### src/rtl/fnd_pkg.sv
// Shared FND definitions: segment patterns, scan slot indices, settle FSM states
// and the common-enable decoder used by the scan receiver.
package fnd_pkg;

   localparam int unsigned NUM_SLOTS = 6;

   // {a,b,c,d,e,f,g}, active-high
   localparam logic [6:0] SEG_0 = 7'h7E;
   localparam logic [6:0] SEG_1 = 7'h30;
   localparam logic [6:0] SEG_2 = 7'h6D;
   localparam logic [6:0] SEG_3 = 7'h79;
   localparam logic [6:0] SEG_4 = 7'h33;
   localparam logic [6:0] SEG_5 = 7'h5B;
   localparam logic [6:0] SEG_6 = 7'h5F;
   localparam logic [6:0] SEG_7 = 7'h70;
   localparam logic [6:0] SEG_8 = 7'h7F;
   localparam logic [6:0] SEG_9 = 7'h73;

   localparam logic [2:0] SLOT_SEC_ONES = 3'd0;
   localparam logic [2:0] SLOT_SEC_TENS = 3'd1;
   localparam logic [2:0] SLOT_MIN_ONES = 3'd2;
   localparam logic [2:0] SLOT_MIN_TENS = 3'd3;
   localparam logic [2:0] SLOT_HR_ONES  = 3'd4;
   localparam logic [2:0] SLOT_HR_TENS  = 3'd5;

   typedef enum logic [1:0] {
      ST_IDLE   = 2'd0,
      ST_SETTLE = 2'd1,
      ST_HELD   = 2'd2
   } settle_state_e;

   typedef struct packed {
      logic       valid;
      logic       blank;
      logic [2:0] idx;
   } slot_dec_t;

   // Active-low commons: one zero selects a slot, none is blank, more is invalid
   function automatic slot_dec_t decode_enb(input logic [5:0] enb);
      slot_dec_t r;
      r = '0;
      case (enb)
         6'b111110: begin r.valid = 1'b1; r.idx = SLOT_SEC_ONES; end
         6'b111101: begin r.valid = 1'b1; r.idx = SLOT_SEC_TENS; end
         6'b111011: begin r.valid = 1'b1; r.idx = SLOT_MIN_ONES; end
         6'b110111: begin r.valid = 1'b1; r.idx = SLOT_MIN_TENS; end
         6'b101111: begin r.valid = 1'b1; r.idx = SLOT_HR_ONES;  end
         6'b011111: begin r.valid = 1'b1; r.idx = SLOT_HR_TENS;  end
         6'b111111: r.blank = 1'b1;
         default:   r = '0;
      endcase
      return r;
   endfunction

endpackage

### src/rtl/fnd_seg2bcd.sv
// Combinational 7-segment pattern to BCD nibble; unknown patterns give F.
module fnd_seg2bcd
   import fnd_pkg::*;
(
   input  logic [6:0] seg_i,
   output logic       valid_c_o,
   output logic [3:0] nibble_c_o
);

   always_comb begin
      valid_c_o  = 1'b1;
      nibble_c_o = 4'hF;
      case (seg_i)
         SEG_0:   nibble_c_o = 4'd0;
         SEG_1:   nibble_c_o = 4'd1;
         SEG_2:   nibble_c_o = 4'd2;
         SEG_3:   nibble_c_o = 4'd3;
         SEG_4:   nibble_c_o = 4'd4;
         SEG_5:   nibble_c_o = 4'd5;
         SEG_6:   nibble_c_o = 4'd6;
         SEG_7:   nibble_c_o = 4'd7;
         SEG_8:   nibble_c_o = 4'd8;
         SEG_9:   nibble_c_o = 4'd9;
         default: valid_c_o  = 1'b0;
      endcase
   end

endmodule

### src/rtl/fnd_scan_rx.sv
// Multiplexed FND scan receiver: captures each digit slot once it has settled,
// then publishes a range-checked hh:mm:ss frame when all six slots are in.
module fnd_scan_rx
   import fnd_pkg::*;
#(
   parameter int unsigned STABLE_CYC  = 16,
   parameter int unsigned TIMEOUT_CYC = 20000
) (
   input  logic        clk,
   input  logic        rst,
   input  logic [6:0]  i_seg,
   input  logic        i_seg_dp,
   input  logic [5:0]  i_seg_enb,
   output logic [4:0]  o_hr,
   output logic [5:0]  o_min,
   output logic [5:0]  o_sec,
   output logic [23:0] o_digits,
   output logic [5:0]  o_dp,
   output logic        o_frame_valid,
   output logic        o_err,
   output logic        o_stall
);

   localparam int unsigned IN_W = 14;
   localparam int unsigned SCW  = $clog2(STABLE_CYC);
   localparam int unsigned IW   = $clog2(TIMEOUT_CYC);
   localparam logic [IN_W-1:0] IN_RST = IN_W'(6'h3F);

   logic [IN_W-1:0] in_s1_q, in_s2_q, in_prev_q;
   logic [6:0]      seg_s;
   logic            dp_s;
   logic [5:0]      enb_s;

   settle_state_e   state_q, state_d;
   logic [SCW-1:0]  scnt_q, scnt_d;
   logic [IW-1:0]   idle_q, idle_d;
   logic [5:0]      mask_q, mask_d;
   logic            acc_q, acc_d;
   logic [23:0]     dig_q, dig_d;
   logic [5:0]      sdp_q, sdp_d;

   logic [4:0]      hr_q, hr_d;
   logic [5:0]      min_q, min_d, sec_q, sec_d, dpo_q, dpo_d;
   logic [23:0]     digits_q, digits_d;
   logic            fv_q, fv_d, oerr_q, oerr_d, stall_q, stall_d;

   logic            seg_ok_c;
   logic [3:0]      seg_nib_c;
   slot_dec_t       slot_c;
   logic            in_chg_c, enb_chg_c, cap_c, timeout_c, publish_c;
   logic [7:0]      hr_c, min_c, sec_c;
   logic            nib_bad_c, range_bad_c;

   assign {seg_s, dp_s, enb_s} = in_s2_q;
   assign slot_c    = decode_enb(enb_s);
   assign in_chg_c  = (in_s2_q != in_prev_q);
   assign enb_chg_c = (enb_s != in_prev_q[5:0]);

   fnd_seg2bcd u_seg2bcd (
      .seg_i      (seg_s),
      .valid_c_o  (seg_ok_c),
      .nibble_c_o (seg_nib_c)
   );

   // Frame value conversion and plausibility check on the captured digits
   assign hr_c  = 8'(dig_q[23:20]) * 8'd10 + 8'(dig_q[19:16]);
   assign min_c = 8'(dig_q[15:12]) * 8'd10 + 8'(dig_q[11:8]);
   assign sec_c = 8'(dig_q[7:4])   * 8'd10 + 8'(dig_q[3:0]);
   assign nib_bad_c = (dig_q[3:0]   > 4'd9) | (dig_q[7:4]   > 4'd9) |
                      (dig_q[11:8]  > 4'd9) | (dig_q[15:12] > 4'd9) |
                      (dig_q[19:16] > 4'd9) | (dig_q[23:20] > 4'd9);
   assign range_bad_c = nib_bad_c | (hr_c > 8'd23) | (min_c > 8'd59) | (sec_c > 8'd59);

   always_comb begin
      state_d   = state_q;
      scnt_d    = scnt_q;
      idle_d    = idle_q;
      mask_d    = mask_q;
      acc_d     = acc_q;
      dig_d     = dig_q;
      sdp_d     = sdp_q;
      hr_d      = hr_q;
      min_d     = min_q;
      sec_d     = sec_q;
      digits_d  = digits_q;
      dpo_d     = dpo_q;
      fv_d      = 1'b0;
      oerr_d    = oerr_q;
      stall_d   = stall_q;
      cap_c     = 1'b0;
      timeout_c = 1'b0;
      publish_c = 1'b0;

      // One capture per slot visit, once the inputs have held for STABLE_CYC
      case (state_q)
         ST_IDLE, ST_HELD: begin
            if (in_chg_c) begin
               state_d = ST_SETTLE;
               scnt_d  = '0;
            end
         end
         ST_SETTLE: begin
            if (in_chg_c) begin
               scnt_d = '0;
            end else if (scnt_q == SCW'(STABLE_CYC - 1)) begin
               cap_c   = 1'b1;
               state_d = ST_HELD;
            end else begin
               scnt_d = scnt_q + SCW'(1);
            end
         end
         default: state_d = ST_IDLE;
      endcase

      if (enb_chg_c) begin
         idle_d  = '0;
         stall_d = 1'b0;
      end else if (idle_q == IW'(TIMEOUT_CYC - 1)) begin
         timeout_c = 1'b1;
         stall_d   = 1'b1;
      end else begin
         idle_d = idle_q + IW'(1);
      end

      publish_c = (mask_q == 6'h3F) && !timeout_c;

      if (timeout_c) begin
         mask_d = '0;
         acc_d  = 1'b0;
      end

      if (publish_c) begin
         mask_d   = '0;
         acc_d    = 1'b0;
         fv_d     = 1'b1;
         digits_d = dig_q;
         dpo_d    = sdp_q;
         if (range_bad_c) begin
            oerr_d = 1'b1;
         end else begin
            oerr_d = acc_q;
            hr_d   = 5'(hr_c);
            min_d  = 6'(min_c);
            sec_d  = 6'(sec_c);
         end
      end

      // Capture lands after the publish clear so it starts the next frame
      if (cap_c && !timeout_c) begin
         if (slot_c.valid) begin
            dig_d[{slot_c.idx, 2'b00} +: 4] = seg_nib_c;
            sdp_d[slot_c.idx]  = dp_s;
            mask_d[slot_c.idx] = 1'b1;
            if (!seg_ok_c) acc_d = 1'b1;
         end else if (!slot_c.blank) begin
            acc_d = 1'b1;
         end
      end
   end

   always_ff @(posedge clk or posedge rst) begin
      if (rst) begin
         in_s1_q   <= IN_RST;
         in_s2_q   <= IN_RST;
         in_prev_q <= IN_RST;
         state_q   <= ST_IDLE;
         scnt_q    <= '0;
         idle_q    <= '0;
         mask_q    <= '0;
         acc_q     <= 1'b0;
         dig_q     <= '0;
         sdp_q     <= '0;
         hr_q      <= '0;
         min_q     <= '0;
         sec_q     <= '0;
         digits_q  <= '0;
         dpo_q     <= '0;
         fv_q      <= 1'b0;
         oerr_q    <= 1'b0;
         stall_q   <= 1'b0;
      end else begin
         in_s1_q   <= {i_seg, i_seg_dp, i_seg_enb};
         in_s2_q   <= in_s1_q;
         in_prev_q <= in_s2_q;
         state_q   <= state_d;
         scnt_q    <= scnt_d;
         idle_q    <= idle_d;
         mask_q    <= mask_d;
         acc_q     <= acc_d;
         dig_q     <= dig_d;
         sdp_q     <= sdp_d;
         hr_q      <= hr_d;
         min_q     <= min_d;
         sec_q     <= sec_d;
         digits_q  <= digits_d;
         dpo_q     <= dpo_d;
         fv_q      <= fv_d;
         oerr_q    <= oerr_d;
         stall_q   <= stall_d;
      end
   end

   assign o_hr          = hr_q;
   assign o_min         = min_q;
   assign o_sec         = sec_q;
   assign o_digits      = digits_q;
   assign o_dp          = dpo_q;
   assign o_frame_valid = fv_q;
   assign o_err         = oerr_q;
   assign o_stall       = stall_q;

endmodule
### config.mk
export PLATFORM = sky130hd
export DESIGN_NAME = fnd_scan_rx
export DESIGN_NICKNAME = d
export VERILOG_FILES = /design/src/rtl/fnd_pkg.sv /design/src/rtl/fnd_seg2bcd.sv /design/src/rtl/fnd_scan_rx.sv
export SDC_FILE = /design/constraint.sdc
export NUM_CORES = 1
export LEC_CHECK = 0
export CORE_MARGIN = 10
export CORE_UTILIZATION = 60
export CTS_CLUSTER_DIAMETER = 40
export DETAILED_ROUTE_END_ITERATION = 12
export MAX_ROUTING_LAYER = met4
export PLACE_DENSITY = 0.81
export SLEW_MARGIN = 20
export SYNTH_ARGS = -nofsm -noshare
export SYNTH_HDL_FRONTEND = slang
export SYNTH_HIERARCHICAL = 1
export SYNTH_SLANG_ARGS = --single-unit
### constraint.sdc
create_clock -name clk -period 10.6 [get_ports clk]
set_clock_uncertainty 0.05 [all_clocks]
set_input_delay 2.12 -clock clk [delete_from_list [all_inputs] [get_ports clk]]
set_output_delay 2.12 -clock clk [all_outputs]
set_load 0.02 [all_outputs]
* After elaboration in Yosys (flattened, before gate mapping) *
Index checks and enable logic that the tools add are counted.

cells by class
  add/subtract/negate cells = 6
  multipliers = 3
  magnitude comparators = 11
  equal/unequal tests = 29
  shift operators = 2
  mux-type cells = 38
  bitwise gates (word level) = 10
  reduce and logical (&&, ||, !) cells = 14

operators by type and width
  kind                                                                              count
  7-bit equality test (second input constant)                                       8
  6-bit equality test (second input constant)                                       7
  4-bit one-hot mux with 10 select lines                                            1
  15-bit two-way mux                                                                2
  8-bit by 4-bit adder with 8-bit output                                            3
  24-bit bitwise mux                                                                1
  4-bit greater-than comparator (second input constant)                             6
  6-bit two-way mux                                                                 4
  4-bit by 7-bit variable shift with 24-bit output (first input constant)           1
  4-bit by 7-bit variable part select with 24-bit output                            1
  4-bit by 3-bit multiplier with 7-bit output (second input constant)               3
  1-bit two-way mux                                                                 19
  8-bit by 6-bit greater-than comparator with 1-bit output (second input constant)  2
  15-bit by 1-bit adder with 15-bit output (second input constant)                  1
  15-bit equality test (second input constant)                                      1
  3-bit one-hot mux with 5 select lines                                             1
  7-bit by 6-bit equality test with 1-bit output (second input constant)            2
  14-bit != test                                                                    1
  4-bit two-way mux                                                                 3
  10-bit OR reduction                                                               1
  8-bit by 5-bit greater-than comparator with 1-bit output (second input constant)  1
  2-bit != test (second input constant)                                             4
  1-bit OR                                                                          8
  4-bit one-hot mux with 2 select lines                                             1
  other kinds (24)                                                                  31

word-level totals
  bits in registers = 150
  bits of input ports = 16
  output and inout port bits = 50
  logic and storage cells = 131

* Longest topological paths before layout *
  depth after elaboration = 11
  gate-level depth with buffers = 11
  gate-level depth less buffers = 10

* Modules after synthesis *
Netlist, hierarchy kept.

by module, submodules not included
  module       times used  cells each  area each (µm²)  seq. area each (µm²)
  fnd_scan_rx  1           525         6807.8           3776.1
  fnd_seg2bcd  1           39          237.7            0.0

* Worst setup path after synthesis *
No wires, ideal clock.

  path kind = reg2reg
  from = register dig_q[21]
  to = register min_q[0] (netlist: o_min[0])
  setup time = 0.128 ns
  arrival = 3.015 ns
  required time = 10.422 ns
  path slack = 7.407 ns
  stages on the path, launching flop included = 12
  path buffers = 1
  clock period less this slack = 3.193 ns
  path through = dfrtp_1 ha_1 ha_1 inv_1 fa_1 xnor2_1 nor2_1 mux2_2 nor4_1 o2111ai_4 buf_8 mux2_1

on the way
  cells in the longest elaborated chain, start to end = 8
  elaborated cells between the ends (all ways) = 10
  those cells by class = 1 x add/sub; 1 x mul; 2 x order compare; 5 x bitwise; 1 x reduce/logical

ends and longest elaborated chain
  element                                                   RTL line            RTL
  from (decl)                                               fnd_scan_rx.sv:39   logic [23:0] dig_q, dig_d;
  from (signal assigned)                                    fnd_scan_rx.sv:190  dig_q <= dig_d;
  4-bit by 3-bit multiplier with 7-bit output               fnd_scan_rx.sv:66   assign hr_c = 8'(dig_q[23:20]) * 8'd10 + 8'(dig_q[19:16]);
  8-bit by 4-bit adder with 8-bit output                    fnd_scan_rx.sv:66
  8-bit by 5-bit greater-than comparator with 1-bit output  fnd_scan_rx.sv:72   assign range_bad_c = nib_bad_c | (hr_c > 8'd23) | (min_c > 8'd59) | (sec_c > 8'd59);
  1-bit OR * (3 in a row)                                   fnd_scan_rx.sv:72
  1-bit inverter (no line) *                                n/a
  2-bit AND reduction (no line) *                           n/a
  to (signal assigned)                                      fnd_scan_rx.sv:193  min_q <= min_d;
  to (decl)                                                 fnd_scan_rx.sv:43   logic [5:0] min_q, min_d, sec_q, sec_d, dpo_q, dpo_d;

Every way passes the cells marked *; elsewhere a longest branch is shown, timed or not.
A chain may end at the register's enable or synchronous reset.

* Worst setup path in the final report *
  from = register dig_q[7]
  to = register min_q[0] (netlist: o_min[0])

on the way
  cells in the longest elaborated chain, start to end = 11
  elaborated cells between the ends (all ways) = 14
  those cells by class = 1 x add/sub; 1 x mul; 2 x order compare; 9 x bitwise; 1 x reduce/logical

ends and longest elaborated chain
  element                                                                         RTL line
  branches (longest 8 deep; another with 8-bit by 4-bit adder with 8-bit output)  n/a
  1-bit OR *                                                                      fnd_scan_rx.sv:72
  1-bit inverter (no line) *                                                      n/a
  2-bit AND reduction (no line) *                                                 n/a

Every way passes the cells marked *.

==> impl_metrics.py <==
metrics = {
    "floorplanning": {
        "coreArea_um2": 11500,
        "rows": 39,
        "die_w_um": 128,
        "die_area_um2": 16500,
        "initial_core_util_pct": 61.4,
        "ioPinCount": 66,
        "die_h_um": 128,
    },
    "cts": {
        "cts_sinks": 150,
        "cts_tree": "yes",
        "cts_buffer_depth": 2,
        "cts_hold_buf": 0,
        "cts_setup_buffers": 0,
        "clk_pin_slew_worst_paths_ns": 0.06,
        "cts_resized": 0,
        "h-tree-depth": 4,
        "clockRootBuffer": "clkbuf_16",
        "cts_inserted_buffers": 17,
        "clock_latency_ns": 0.42,
    },
    "setup_path": {
        "cp_common_cell": "ha_1",
        "crit_chain": "ha_1 > ha_1 > fa_1 > nand2_1 > a21oi_1 > o2111ai_1 > nor4_1 > o2111ai_4 > mux2_1",
        "start_kind": "flop",
        "path_max_fanout": 18,
        "crit_path_end_kind": "flop",
        "required_ns": 10.85,
        "critPathMaxStageDelay_ns": 0.54,
        "crit_arrival_ns": 3.94,
        "crit_slowest_cell": "fa_1",
        "crit_type": "flop to flop",
    },
    "timing": {
        "finalSetupTns_ns": 0,
        "setup_viol": 0,
        "slew_headroom_pct": 37.1,
        "timing.final.crit_share_pct": 34.8,
        "hold_viol_final": 0,
        "maxSlewViolCount": 0,
        "rsz0062_at_grt": "no",
        "fmax_mhz": 271,
        "worst_slew_pin_slew_ns": 0.943,
        "period_minus_slack_ns": 3.69,
    },
    "layout": {
        "finalNetCount": 679,
        "final_common_cell": "dfrtp_1",
        "syn_to_final_growth_pct": 19.3,
        "diodes": 0,
        "drive_above_1_share_pct": 19.4,
        "mostFrequentLayoutCells": "132 x dfrtp_1, 65 x clkdlybuf4s50_1, 62 x mux2_2",
        "finalNonFillerCells": 787,
    },
    "yosys": {
        "yosys_warnings": 6,
        "ys_seq_elements": 150,
        "postSynthAreaPerCell_um2": 12.5,
        "async_flop_share_pct": 100,
        "synthCells": 564,
        "syn_area_um2": 7050,
        "synthMuxAreaShare_pct": 12.5,
        "synth_edf_count": 0,
        "ys.flop_type": "dfrtp_1",
        "synth.distinct_cells": 66,
        "synth_compound_area_share_pct": 7.87,
        "synth_top_family_by_area": "multiplexers",
        "ys_seq_area_share_pct": 53.6,
        "yosys.area_share.simple_pct": 11.8,
        "syn-num-nets": 611,
        "synth-xor-area-share_pct": 5.22,
        "synthAdderAreaFrac_pct": 6.29,
    },
    "route": {
        "via_per_inst": 5.78,
        "finalWirelength_um": 14000,
        "drt_iter0_drc": 247,
        "vias": 4550,
        "wl_per_cell_um": 17.8,
        "antenna_left": 0,
        "drtPass1Iterations": 5,
        "drc": 0,
    },
    "global_route": {
        "grt_pass1_wl_um": 23600,
        "busiest_layer": "met2",
        "antenna_found_initial": 0,
        "grt_pass1_vias": 4706,
        "use_met1_pct": 21.5,
        "grt_usage_pct": 18.5,
        "overflow": 0,
        "grt_use_met3_pct": 5.54,
        "grt_use_met2_pct": 29.6,
        "grt_start_max_net_pins": 78,
    },
    "power_and_ir_drop": {
        "ir_worst_vdd_uv": 137,
        "switching_share_pct": 20.2,
        "p_switching_w": 0.000253,
        "p_seq_share_pct": 47.6,
        "finalPower_w": 0.00125,
        "internal_power_w": 0.000997,
        "power_leakage_nw": 3.93,
        "power.density_nw_per_um2": 149,
        "comb_power_share_pct": 3.0,
        "p_clk_share_pct": 49.4,
    },
    "worst_hold_path": {
        "hp-class": "flop to flop",
    },
    "placement": {
        "dp.cells": 756,
        "gp_congestion": 0.952,
        "dpl.hpwl_um": 9750,
        "numPortBuffers": 65,
    },
    "run_status": {
        "status": "complete, no violations",
    },
    "run": {
        "maxCapViolCount": 0,
    },
}
cell type report:
type	count	area (µm²)
fill	753	3060
multi-input combinational	373	3080
clock inverter	9	123
timing repair buffer	67	666
inverter	23	91.3
sequential	150	3780
tap	143	179
clock buffer	22	494
final timing paths:
kind | startpoint | to | slack, ns | cells after the start
hold / removal | in_s1_q[4] | in_s2_q[4] | 0.30 | 0
min in group asynchronous | rst | o_dp[2] | 2.11 | 2
setup reg to reg | dig_q[7] | o_min[0] | 6.91 | 9
max in group asynchronous | rst | o_digits[14] | 6.99 | 3
hold reg to reg | in_s1_q[4] | in_s2_q[4] | 0.30 | 0
setup / recovery | dig_q[7] | o_min[0] | 6.91 | 9
cell families (layout without fill, tap and decap cells):
logic type / count (synthesis) / after routing
fa+ha+maj: 32 / 32
flops: 150 / 150
compound gates: 76 / 76
simple gates: 144 / 144
buf+inv: 41 / 121
xor+xnor: 42 / 42
mux: 79 / 79
metrics by stage:
| step | instance area, µm² | utilization, % | worst slack [ns] | hold slack (ns) |
|---|---|---|---|---|
| 4_1_cts | 8410 | 73.3 | 6.84 | 0.299 |
| 3_3_place_gp | 7790 | 67.9 | 6.51 | 0.284 |
| 2_1_floorplan | 7050 | - | 4.42 | 0.281 |
| 3_5_place_dp | 7790 | 67.9 | 6.45 | 0.286 |
| 6_report | 8410 | 73.3 | 6.91 | 0.296 |
| 5_1_grt | 8410 | 73.3 | 6.66 | 0.302 |
sequential cells by signal (all words and copies together), names as in the netlist, 2 cells and up:
register and cells:
dig_q 24, o_digits 24, idle_q 15, in_prev_q 14, in_s1_q 14, in_s2_q 14
mask_q 6, o_dp 6, o_min 6, o_sec 6, sdp_q 6, o_hr 5
scnt_q 4, state_q 2
routing by layer:
metal	vias up	part of all wire, %
met5	-	0
met4	0	2.0
met3	18	5.2
met2	110	51
met1	2287	41
li1	2135	-
power by group through the flow:
stage	Combinational [W]	Sequential (W)	Clock (W)
floorplan	0.0000311	0.000598	0
global placement	0.0000370	0.000603	0
detailed placement	0.0000383	0.000604	0
CTS	0.0000389	0.000594	0.000632
global route	0.0000427	0.000595	0.000657
finish	0.0000379	0.000594	0.000617
synthesized netlist by cell type (12+ instances only):
cell	count	area (µm²)
dfrtp_1	132	3300
mux2_2	62	698
nand2_1	31	116
xnor2_1	27	236
nor2_1	26	97.6
ha_1	25	313
inv_1	23	86.3
a21oi_1	19	95.1
dfstp_2	18	473
xor2_1	15	131
nand3_1	12	60.1
o21ai_0	12	60.1
critical path, delay by kind of cell, from the launching register on:
kind	cells	cell delay [ns]
adder cells (fa/ha/maj)	3	1.12
AO/OA/AOI/OAI	3	0.85
flip-flops	1	0.45
AND/OR/NAND/NOR	2	0.63
multiplexers	1	0.47
No activity file was read; power rests on OpenSTA's default activity.
